[config.mk]
export PLATFORM = sky130hd
export DESIGN_NAME = tns_enc_33
export DESIGN_NICKNAME = d
export VERILOG_FILES = /design/src/rtl/tns_enc_33.sv
export SDC_FILE = /design/constraint.sdc
export NUM_CORES = 1
export LEC_CHECK = 0
export BUFFER_PORTS_ARGS = -buffer_cell sky130_fd_sc_hd__buf_2
export CORE_UTILIZATION = 35
export DETAILED_ROUTE_END_ITERATION = 10
export GPL_ROUTABILITY_DRIVEN = 0
export HOLD_SLACK_MARGIN = 0.03
export PLACE_DENSITY = 0.55
export SETUP_SLACK_MARGIN = 0.3
export SYNTH_ARGS = -nofsm -noshare
export SYNTH_HDL_FRONTEND = slang
export SYNTH_SLANG_ARGS = --single-unit
[constraint.sdc]
create_clock -name clk -period 6.38 [get_ports clk]
set_clock_uncertainty 0.15 [all_clocks]
set_input_delay 0 -clock clk [delete_from_list [all_inputs] [get_ports clk]]
set_output_delay 0 -clock clk [all_outputs]
set_load 0.01 [all_outputs]
[src/rtl/tns_enc_33.sv]
// tns_enc_33: sequential greedy encoder from binary data to a 33-bit TNS
// codeword. Weights are scanned from the most significant digit downwards,
// BITS_PER_CYCLE digits per clock, with valid/ready handshakes on both sides.

`ifndef BLEN11
`define BLEN11  32
`endif
`ifndef TNS01_C
`define TNS01_C 1
`define TNS01_B 1
`define TNS01_A 2
`define TNS02_C 4
`define TNS02_B 7
`define TNS02_A 13
`define TNS03_C 24
`define TNS03_B 44
`define TNS03_A 81
`define TNS04_C 149
`define TNS04_B 274
`define TNS04_A 504
`define TNS05_C 927
`define TNS05_B 1705
`define TNS05_A 3136
`define TNS06_C 5768
`define TNS06_B 10609
`define TNS06_A 19513
`define TNS07_C 35890
`define TNS07_B 66012
`define TNS07_A 121415
`define TNS08_C 223317
`define TNS08_B 410744
`define TNS08_A 755476
`define TNS09_C 1389537
`define TNS09_B 2555757
`define TNS09_A 4700770
`define TNS10_C 8646064
`define TNS10_B 15902591
`define TNS10_A 29249425
`define TNS11_C 53798080
`define TNS11_B 98950096
`define TNS11_A 181997601
`endif

// state | meaning
// IDLE  | ready for a new word, no output pending
// CONV  | resolving codeword digits, idx walks 32 down to 0
// DONE  | codeword and error flag presented until out_ready
module tns_enc_33 #(
    parameter int BITS_PER_CYCLE = 1
) (
    input  logic               clk,
    input  logic               rst_n,
    input  logic               in_valid,
    output logic               in_ready,
    input  logic [`BLEN11-1:0] datain,
    output logic               out_valid,
    input  logic               out_ready,
    output logic [32:0]        codeout,
    output logic               out_err
);

    localparam int         W        = `BLEN11;
    localparam int         K        = BITS_PER_CYCLE;
    localparam logic [5:0] IDX_TOP  = 6'd32;
    localparam logic [5:0] IDX_LAST = 6'(K - 1);
    localparam logic [5:0] IDX_STEP = 6'(K);

    // Index 0 is the least significant digit (TNS01_C), index 32 is TNS11_A.
    localparam logic [W-1:0] WT [33] = '{
        `TNS01_C, `TNS01_B, `TNS01_A,
        `TNS02_C, `TNS02_B, `TNS02_A,
        `TNS03_C, `TNS03_B, `TNS03_A,
        `TNS04_C, `TNS04_B, `TNS04_A,
        `TNS05_C, `TNS05_B, `TNS05_A,
        `TNS06_C, `TNS06_B, `TNS06_A,
        `TNS07_C, `TNS07_B, `TNS07_A,
        `TNS08_C, `TNS08_B, `TNS08_A,
        `TNS09_C, `TNS09_B, `TNS09_A,
        `TNS10_C, `TNS10_B, `TNS10_A,
        `TNS11_C, `TNS11_B, `TNS11_A
    };

    typedef enum logic [1:0] {
        IDLE = 2'd0,
        CONV = 2'd1,
        DONE = 2'd2
    } state_t;

    state_t         state_q, state_d;
    logic [W-1:0]   res_q, res_d;
    logic [5:0]     idx_q, idx_d;
    logic [32:0]    code_q, code_d;
    logic           err_q, err_d;

    logic [W-1:0]   slice_res;
    logic [32:0]    slice_code;
    logic [5:0]     slice_idx;

    // Resolve K digits starting at idx_q, chaining the residual through them.
    always_comb begin
        slice_res  = res_q;
        slice_code = code_q;
        slice_idx  = idx_q;
        for (int k = 0; k < K; k++) begin
            slice_idx = idx_q - 6'(k);
            if (slice_res >= WT[slice_idx]) begin
                slice_res             = slice_res - WT[slice_idx];
                slice_code[slice_idx] = 1'b1;
            end else begin
                slice_code[slice_idx] = 1'b0;
            end
        end
    end

    // Next-state, datapath updates and handshake outputs.
    always_comb begin
        state_d   = state_q;
        res_d     = res_q;
        idx_d     = idx_q;
        code_d    = code_q;
        err_d     = err_q;
        in_ready  = 1'b0;
        out_valid = 1'b0;
        codeout   = code_q;
        out_err   = err_q;

        unique case (state_q)
            IDLE: begin
                in_ready = rst_n;
                if (in_valid) begin
                    res_d   = datain;
                    idx_d   = IDX_TOP;
                    code_d  = '0;
                    err_d   = 1'b0;
                    state_d = CONV;
                end
            end
            CONV: begin
                res_d  = slice_res;
                code_d = slice_code;
                if (idx_q == IDX_LAST) begin
                    err_d   = (slice_res != '0);
                    idx_d   = IDX_TOP;
                    state_d = DONE;
                end else begin
                    idx_d = idx_q - IDX_STEP;
                end
            end
            DONE: begin
                out_valid = 1'b1;
                if (out_ready) begin
                    state_d = IDLE;
                end
            end
            default: begin
                state_d = IDLE;
            end
        endcase
    end

    // State and datapath registers; reset drops any word in flight.
    always_ff @(posedge clk or negedge rst_n) begin
        if (!rst_n) begin
            state_q <= IDLE;
            res_q   <= '0;
            idx_q   <= IDX_TOP;
            code_q  <= '0;
            err_q   <= 1'b0;
        end else begin
            state_q <= state_d;
            res_q   <= res_d;
            idx_q   <= idx_d;
            code_q  <= code_d;
            err_q   <= err_d;
        end
    end

endmodule

== After elaboration in Yosys (flattened, before gate mapping) ==
Memory sizes are Yosys's and may differ from the RTL's.
Cells that the tools add are included.

* Register bits after elaboration: 74
* Bits in read-only memories: 2,048
* Input port bits: 36
* Output and inout bits: 36
* Memories kept: 1

* Add/subtract/negate cells: 2
* Order comparisons: 4
* Eq/ne operators: 5
* Muxes and demuxes: 22
* Bitwise operators: 4
* Reductions and logical operators: 8

{| class="wikitable"
|+ Memory list
! memory !! words !! bits a word !! read ports !! clocked after Yosys merged registers in !! wr ports !! line !! RTL
|-
| (name not given) || 64 || 32 || 1 || 0 || 0 || 107 || <nowiki>slice_res = slice_res - WT[slice_idx];</nowiki>
|}

{| class="wikitable"
|+ Operators by type and width
! cell !! count
|-
| $mux W32 || 4
|-
| $mux W33 || 2
|-
| $pmux W33 S2 || 1
|-
| $pmux W32 S2 || 1
|-
| $and A33 B33 Y33 || 1
|-
| $not A33 Y33 || 1
|-
| $or A33 B33 Y33 || 1
|-
| $ge A32 B32 Y1 || 1
|-
| $reduce_bool A32 Y1 || 1
|-
| $sub A32 B32 Y32 || 1
|-
| $mux W6 || 2
|-
| $pmux W6 S2 || 1
|-
| $ge A7 B7 Y1 const B || 1
|-
| $lt A6 B7 Y1 const B || 1
|-
| $not A6 Y7 || 1
|-
| $demux W1 S6 || 1
|-
| $ge A6 B1 Y1 const B || 1
|-
| $logic_not A6 Y1 || 1
|-
| $mux W2 || 3
|-
| $ne A2 B2 Y1 const B || 3
|-
| $pmux W2 S3 || 1
|-
| $reduce_and A3 Y1 || 2
|-
| $sub A6 B1 Y6 const B || 1
|-
| $mux W1 || 5
|-
| other kinds (7) || 7
|}

== Longest topological paths before layout ==
Gate-level depths: netlist of run 1.

* Depth after elaboration: 9
* Depth in mapped cells: 21

== Least setup slack after synthesis of run 1 ==
Ideal clock, no wire load.

* Path type: register to register
* Start: register idx_q[0]
* End: register err_q, in the netlist out_err
* Library setup time: 0.126 ns
* Data arrival time: 4.155 ns
* Path slack: 1.949 ns
* Stages on the path, launching flop included: 18
* Buffers on the path: 2
* Cells stage by stage: dfrtp_1 > clkbuf_1 > inv_1 > ha_1 > ha_1 > mux4_2 > or2_2 > ha_1 > and3_1 > and4_1 > a21oi_1 > nand3_1 > a211oi_4 > buf_4 > nand4_2 > a2111oi_0 > nor4b_2 > a21oi_1

* Word-level cells in the longest chain between the ends: 9
* Elaborated cells on any way between the ends: 13
* Those cells by class: add/sub (1); order compare (1); eq/ne (1); mux (5); bitwise (1); reduce/logical (3); memory (1)

{| class="wikitable"
|+ RTL lines
! item !! line !! RTL
|-
| start, declared || 91 || <nowiki>logic [5:0] idx_q, idx_d;</nowiki>
|-
| start signal, assigned || 172 || <nowiki>idx_q <= idx_d;</nowiki>
|-
| $not A6 Y7 (implied by the code) || 106, 107 ||
|-
| $mem_v2 Z64 W32 || -- ||
|-
| $mux W32 (implied by the code) (2 in a row) || 107 ||
|-
| $sub A32 B32 Y32 or $ge A32 B32 Y1 (tied branches) || 107, 106 ||
|-
| $mux W32 || 106 || <nowiki>if (slice_res >= WT[slice_idx]) begin</nowiki>
|-
| $reduce_bool A32 Y1 || 142 || <nowiki>err_d = (slice_res != '0);</nowiki>
|-
| $mux W1 || 141 || <nowiki>if (idx_q == IDX_LAST) begin</nowiki>
|-
| $pmux W1 S2 || 127 || <nowiki>unique case (state_q)</nowiki>
|-
| end signal, assigned || 174 || <nowiki>err_q <= err_d;</nowiki>
|-
| end, declared || 93 || <nowiki>logic err_q, err_d;</nowiki>
|}

Several ways; a longest one is shown, not always the timed one. The select of a mux whose other input is x is not followed.
A chain may end at the register's enable or synchronous reset.

== Final worst setup path of run 1 ==
Ends and elaborated chain as after synthesis.

==> metrics.md, run 1 <==
| Metric | Value |
|---|---|
| Max Cap Viol | 0 |
| CTS tree | done |
| Synth top area share | 29.8% |
| Most frequent CP cell | ha_1 |
| Worst R2R End | out_err |
| Post-synthesis simple-gate area fraction | 20.0% |
| Synthesized Nets | 871 |
| IR drop worst, VDD | 0.000186 V |
| Post-route cell area | 7280 um^2 |
| Fin. max-slew vios | 0 |
| Number of nets in the layout | 947 |
| Syn Std Cell Area | 6130 um^2 |
| ANT nets after route | 0 |
| Logic pwr share | 56.9% |
| Net switching fraction of the power | 45.9% |
| CP arrival | 5660 ps |
| DR WL/cell | 19.1 um |
| CTS max path bufs | 2 |
| Post-route DRC violation count | 1 |
| CP Launch Type | flip-flop |
| Initial antenna violation count | 0 |
| Synthesis-stage register bit count | 74 |
| Buffers inserted by post-CTS timing repair | 0 |
| Crit-path max cell delay | 780 ps |
| Status | complete, but fails checks |
| CP max stage cell | a211oi_4 |
| Worst skew pair latency | 360 ps |
| Tcrit/Tclk final | 87.4% |
| Port Buffers | 71 |
| DP Area | 6640 um^2 |
| Clock sink total | 74 |
| Die Width | 134 um |
| Lkg Pwr | 2.84 nW |
| Die area | 18100 um^2 |
| Synth warn | 0 |
| Ys async rst share | 100% |
| Sequential Power Share | 25.2% |
| Mapped Cells | 797 |
| Syn avg cell area | 7.70 um^2 |
| Global-route wire length before repair | 32.8 mm |
| Worst Hold Class | primary input to asynchronous set/reset pin |
| Commonest non-fill, non-tap cell in the layout | o21ai_0 |
| Yosys top cell by area | dfrtp_1 |
| Clk slew on worst S/H paths | 70 ps |
| Starting Density | 35.7% |
| Initial DRT Pass Iterations | 8 |
| Internal power | 0.00160 W |
| Post-synth cell types | 80 |
| Setup CP Type | flip-flop to flip-flop |
| Root buffer cell | clkbuf_16 |
| Syn-to-layout area delta | 18.7% |
| Crit path buffers/inverters | 2 |
| Compound-Gate Fraction of Synth Area | 31.9% |
| Total GRT Usage | 23.7% |
| Largest family of logic cells by synthesized area | compound AO/OA/AOI/OAI gates |
| Period minus WS final | 5570 ps |
| Die height | 134 um |
| Hold Worst Slack | 55.8 ps |
| Top delay family on crit path | simple AND/OR/NAND/NOR gates |
| Synth top area cells | dfrtp_1 (30%), o21ai_0 (10%), a21oi_1 (8.1%), ha_1 (7.5%), nand2_1 (5.5%) |
| Least-Margin Pin Slew | 897 ps |
| Failing checks | DRC |
| Sequential share of the synthesized area | 30.2% |
| CP max FO | 22 |
| Final Hold Vio Count | 0 |
| I/O pins | 72 |
| Psw | 0.00136 W |
| R2r startpoint | idx_q[0] |
| Vias/cell | 5.77 |
| Critical Path RT | 6470 ps |
| Power share of the clock group | 17.9% |
| Cell Rows | 48 |
| Total gr overflow | 0 |
| CORE AREA | 17200 um^2 |
| RSZ-0062 raised after global routing | false |
| Max-slew headroom | 40.0% |
| H-tree depth | 3 |
| Num CTS Buffers | 9 |
| CP endpoint kind | flip-flop |
| R2R depth | 16 |
| Detailed Route WL | 21.0 mm |
| Pwr Density | 406 nW/um^2 |
| CP Cell Sequence | inv_1, ha_1, ha_1, mux4_2, or2_2, ha_1, and3_1, and4_1, a21oi_1, nand3_1, a211oi_4, inv_1, mux2i_1, nand4_1, nor4b_2, a21oi_1 |
| Reg2reg setup slack | 810 ps |
| Post-synthesis xor/xnor area fraction | 3.71% |
| Vias in the first global route | 5896 |
| Most frequent cells in the layout | o21ai_0 (128), a21oi_1 (99), nand2_1 (90) |
| Pin count of the biggest net entering global routing | 49 |
| EDFF count, synth | 0 |
| DRT iter0 DRCs | 538 |
| TNS Setup | 0 ps |
| Max Freq | 179 MHz |
| Post-Synth Adder-Cell Area | 7.87% |
| Hpwl dp | 15.4 mm |
| Final setup viols | 0 |
| Multiplexer share of the synthesized area | 1.69% |
| Share of layout cells above drive strength 1 | 14.5% |
| Ant diodes | 0 |
| Main synth FF type | dfrtp_1 |
| Vias | 6355 |
==> final cells by class <==
cell class	instances	area, um^2
multi-input cells	655	4010
well taps	225	282
clock buffers	9	225
clock inverters	6	66.3
inverters	17	63.8
fillers	1829	9900
repair buffers	116	781
flip-flops and latches	74	1850
==> what timing repair did <==
action | 4_1_cts | 5_1_grt
setup endpoints to repair | 0 | 17
hold buffers | 34 | 0
gates resized for setup | 0 | 1
endpoints found under the hold margin | 80 | 0
==> registers in the layout, indices dropped and copies added, names as in the netlist <==
| signal | flops |
|---|---|
| codeout | 33 |
| idx_q | 6 |
| out_err | 1 |
| res_q | 32 |
| state_q | 2 |
==> through the flow <==
step	util [%]	instances	power, W	setup slack, ps
after floorplan	-	797	0.00197	1950
after CTS	42.3	1102	0.00294	660
after detailed placement	38.7	1053	0.00239	675
after global placement	38.7	1053	0.00239	798
final	42.4	1102	0.00296	806
after global routing	42.4	1102	0.00317	347
==> Yosys cell counts, drive strengths merged, types with 7 or more instances <==
library cell	n
a211oi	11
a21o	12
a21oi	102
a31oi	8
buf	11
clkbuf	40
dfrtp	73
ha	37
inv	16
mux2i	7
nand2	91
nand2b	9
nand3	17
nand4	9
nor2	62
nor2b	8
nor3	25
nor4	8
o21a	8
o21ai	136
xnor2	17
xor2	9
==> cells by family (layout without fill, tap and decap cells) <==
family          after synthesis  in the layout
simple gates                256            256
compound gates              326            326
buf+inv                      68            148
flops                        74             74
xor+xnor                     26             26
mux                           9              9
fa+ha+maj                    38             38
==> power by group through the flow <==
stage                     clock (W)  sequential, W  combinational [W]
final                      0.000530       0.000745            0.00168
after global routing       0.000555       0.000757            0.00186
after CTS                  0.000539       0.000742            0.00166
after detailed placement          0       0.000748            0.00164
after global placement            0       0.000751            0.00164
after floorplan                   0       0.000691            0.00128
==> worst reg2reg max path: stages (launching register included) <==
cell and delay (ps):
dfrtp_1 690, inv_1 320, ha_1 350, ha_1 210, mux4_2 460, or2_2 290
ha_1 350, and3_1 230, and4_1 210, a21oi_1 140, nand3_1 130, a211oi_4 790
inv_1 320, mux2i_1 290, nand4_1 150, nor4b_2 310, a21oi_1 100
==> how the worst max path moves through the flow <==
stage,start,endpoint,slack [ps],cells after the start
5_1_grt,idx_q[0],out_err,350,16
3_5_place_dp,idx_q[0],res_q[0],680,14
6_report,idx_q[0],out_err,810,16
3_3_place_gp,idx_q[0],res_q[0],800,14
4_1_cts,idx_q[0],res_q[0],660,14
2_1_floorplan,idx_q[0],out_err,1950,17
==> layer usage <==
layer	global-route usage, %	share of wire [%]	up-vias	wire [um]
met5	0	0	-	0
met4	7.12	1.9	0	409
met3	3.29	5.1	29	1080
met2	35.7	44	205	9360
met1	35.0	48	3056	10200
li1	-	-	3065	-
Note: power is estimated with default switching activity, not from simulation.
==> run 2, diff against run 1 <==
--- a/config.mk
+++ b/config.mk
@@ -6,11 +6,13 @@
 export NUM_CORES = 1
 export LEC_CHECK = 0
 export BUFFER_PORTS_ARGS = -buffer_cell sky130_fd_sc_hd__buf_2
+export CELL_PAD_IN_SITES_DETAIL_PLACEMENT = 1
+export CELL_PAD_IN_SITES_GLOBAL_PLACEMENT = 1
 export CORE_UTILIZATION = 35
 export DETAILED_ROUTE_END_ITERATION = 10
 export GPL_ROUTABILITY_DRIVEN = 0
 export HOLD_SLACK_MARGIN = 0.03
-export PLACE_DENSITY = 0.55
+export PLACE_DENSITY = 0.7
 export SETUP_SLACK_MARGIN = 0.3
 export SYNTH_ARGS = -nofsm -noshare
 export SYNTH_HDL_FRONTEND = slang
==> run 2 against run 1 <==
Effect of this change: hold slack improved by 92 ps; wire length is 8.3% higher; sequential share of layout area down 0.12 points; critical path depth stayed put; worst setup slack better by 38 ps; clock power up 4.3%; flip-flop and latch count unchanged; via count is 1.4% higher; critical endpoint unchanged; count of clock-buffer cells in the layout increased by 1; critical path type unchanged; the flow still finishes with violations (DRC); largest cell class unchanged; die area stayed put; highest routed layer unchanged; sequential power about the same.
==> metrics.md, run 2 (synthesized netlist as in run 1, its figures left out) <==
| Metric | Value |
|---|---|
| Clock sink total | 74 (unchanged) |
| CORE AREA | 17200 um^2 (unchanged) |
| Num CTS Buffers | 9 (unchanged) |
| CP Cell Sequence | inv_1, ha_1, ha_1, mux4_2, or2_2, ha_1, and3_1, and4_1, a21oi_1, nand3_1, a211oi_4, buf_4, nand4_2, a2111oi_0, nor4b_2, a21oi_1 |
| Global-route wire length before repair | 36.0 mm (+9.8%) |
| Cell Rows | 48 (unchanged) |
| Worst Hold Class | primary input to flip-flop |
| Setup CP Type | flip-flop to flip-flop |
| CP arrival | 5620 ps (-40 ps) |
| Syn-to-layout area delta | 19.3% |
| Worst skew pair latency | 360 ps (about the same) |
| Most frequent CP cell | ha_1 |
| Die area | 18100 um^2 (unchanged) |
| Die height | 134 um (unchanged) |
| Starting Density | 35.7% (unchanged) |
| Port Buffers | 71 (unchanged) |
| Ant diodes | 0 (unchanged) |
| Hpwl dp | 16.6 mm (+7.3%) |
| Commonest non-fill, non-tap cell in the layout | o21ai_0 |
| Sequential Power Share | 24.6% (-0.6 points) |
| Final setup viols | 0 (unchanged) |
| Least-Margin Pin Slew | 985 ps (+88.3 ps) |
| Most frequent cells in the layout | o21ai_0 (128), a21oi_1 (99), nand2_1 (90) |
| Internal power | 0.00162 W (+1.2%) |
| Hold Crit Depth | 5 |
| Cts repair resizes | 0 (unchanged) |
| Total Power | 0.00302 W (+2.1%) |
| CP max FO | 24 (+9.1%) |
| Post-route DRC violation count | 2 (+1) |
| Worst R2R End | out_err |
| Period minus WS final | 5540 ps (-38.3 ps) |
| Pin count of the biggest net entering global routing | 75 (+53%) |
| CP max stage cell | dfrtp_1 |
| Initial antenna violation count | 0 (unchanged) |
| HP Start | in_valid |
| Psw | 0.00140 W (+3.2%) |
| Max-slew headroom | 34.3% (-5.7 points) |
| Hold Crit Endpoint | res_q[10] |
| Max Cap Viol | 0 (unchanged) |
| DR WL/cell | 20.6 um (+8.1%) |
| Crit path buffers/inverters | 2 (unchanged) |
| Power share of the clock group | 18.3% (+0.4 points) |
| CP endpoint kind | flip-flop |
| Vias | 6445 (+1.4%) |
| ANT nets after route | 0 (unchanged) |
| Critical Path RT | 6460 ps (about the same) |
| Crit-path max cell delay | 700 ps (-80 ps) |
| Critical path launch point | idx_q[0] |
| Pwr Density | 413 nW/um^2 (+1.6%) |
| Number of nets in the layout | 948 (+0.11%) |
| Detailed Route WL | 22.8 mm (+8.3%) |
| Tcrit/Tclk final | 86.8% (-0.60 points) |
| Fin. max-slew vios | 0 (unchanged) |
| Max Freq | 181 MHz (+0.69%) |
| RSZ-0062 raised after global routing | false |
| Die Width | 134 um (unchanged) |
| Net switching fraction of the power | 46.4% (+0.48 points) |
| CTS max path bufs | 2 (unchanged) |
| DRT iter0 DRCs | 483 (-10%) |
| Critical path depth | 16 (unchanged) |
| Lkg Pwr | 2.86 nW (+0.85%) |
| CTS Hold Bufs | 36 (+5.9%) |
| Logic pwr share | 57.1% (+0.2 points) |
| Failing checks | DRC |
| Initial DRT Pass Iterations | 7 (-1) |
| Buffers inserted by post-CTS timing repair | 0 (unchanged) |
| Vias in the first global route | 6440 (+9.2%) |
| Root buffer cell | clkbuf_16 |
| CTS tree | done |
| Top delay family on crit path | simple AND/OR/NAND/NOR gates |
| Status | complete, but fails checks |
| Reg2reg setup slack | 840 ps (+40 ps) |
| Final Hold Vio Count | 0 (unchanged) |
| Total GRT Usage | 26.0% (+2.2 points) |
| Total gr overflow | 0 (unchanged) |
| TNS Setup | 0 ps (unchanged) |
| R2R depth | 16 (unchanged) |
| CP Launch Type | flip-flop |
| Vias/cell | 5.84 (+1.2%) |
| Share of layout cells above drive strength 1 | 14.6% (+0.081 points) |
| Clk slew on worst S/H paths | 70 ps (about the same) |
| H-tree depth | 3 (unchanged) |
| R2r startpoint | idx_q[0] |
| I/O pins | 72 (unchanged) |
| Number of flip-flops in the largest register | 33 (unchanged) |
| IR drop worst, VDD | 0.000207 V (+11%) |
run 2: cell types whose count changed in the layout (fill, tap and decap cells not counted), sizes merged:
cell | before | now
clkinvlp | 3 | 1
dlygate4sd3 | 34 | 35
clkinv | 2 | 3
inv | 17 | 18
clkbuf | 9 | 10
run 2: power by group through the flow:
stage | logic (W) | clock network (W) | registers [W]
floorplan | 0.00128 | 0 | 0.000691
global placement | 0.00166 | 0 | 0.000751
detailed placement | 0.00168 | 0 | 0.000750
CTS | 0.00170 | 0.000564 | 0.000743
global route | 0.00190 | 0.000577 | 0.000759
finish | 0.00172 | 0.000553 | 0.000745
run 2: layout make-up:
cell class | count | area, um^2
Clock buffer | 10 | 239
Clock inverter | 6 | 72.6
Fill cell | 2181 | 9860
Inverter | 17 | 63.8
Multi-Input combinational cell | 655 | 4000
Sequential cell | 74 | 1850
Tap cell | 225 | 282
Timing Repair Buffer | 117 | 803
run 2: how the worst max path moves through the flow:
stage	to	slack [ps]
3_3_place_gp	res_q[1]	1120
4_1_cts	out_err	920
5_1_grt	out_err	550
6_report	out_err	840
2_1_floorplan	out_err	1950
3_5_place_dp	out_err	1010
run 2: routing by layer:
metal  vias up  routed length (um)  track usage (%)
li1       3090                   -                -
met4         0                 428             8.43
met3        29                 700             2.61
met1      3189               11100             37.1
met2       137               10500             40.8
met5         -                   0                0
run 2: worst register-to-register path, stage by stage, from the launching register on:
cell	delay, ps
dfrtp_1	700
inv_1	320
ha_1	360
ha_1	200
mux4_2	440
or2_2	290
ha_1	350
and3_1	230
and4_1	220
a21oi_1	140
nand3_1	160
a211oi_4	530
buf_4	380
nand4_2	130
a2111oi_0	440
nor4b_2	270
a21oi_1	100
run 2: through the flow:
stage	utilization (%)	instance area, um^2	cells	hold slack (ps)	setup slack, ps
after floorplan	-	6130	797	-446	1950
after global placement	38.6	6630	1052	-177	1120
after detailed placement	38.6	6630	1052	-176	1010
after CTS	42.6	7320	1104	145	916
after global routing	42.6	7320	1104	220	552
final	42.6	7320	1104	148	844
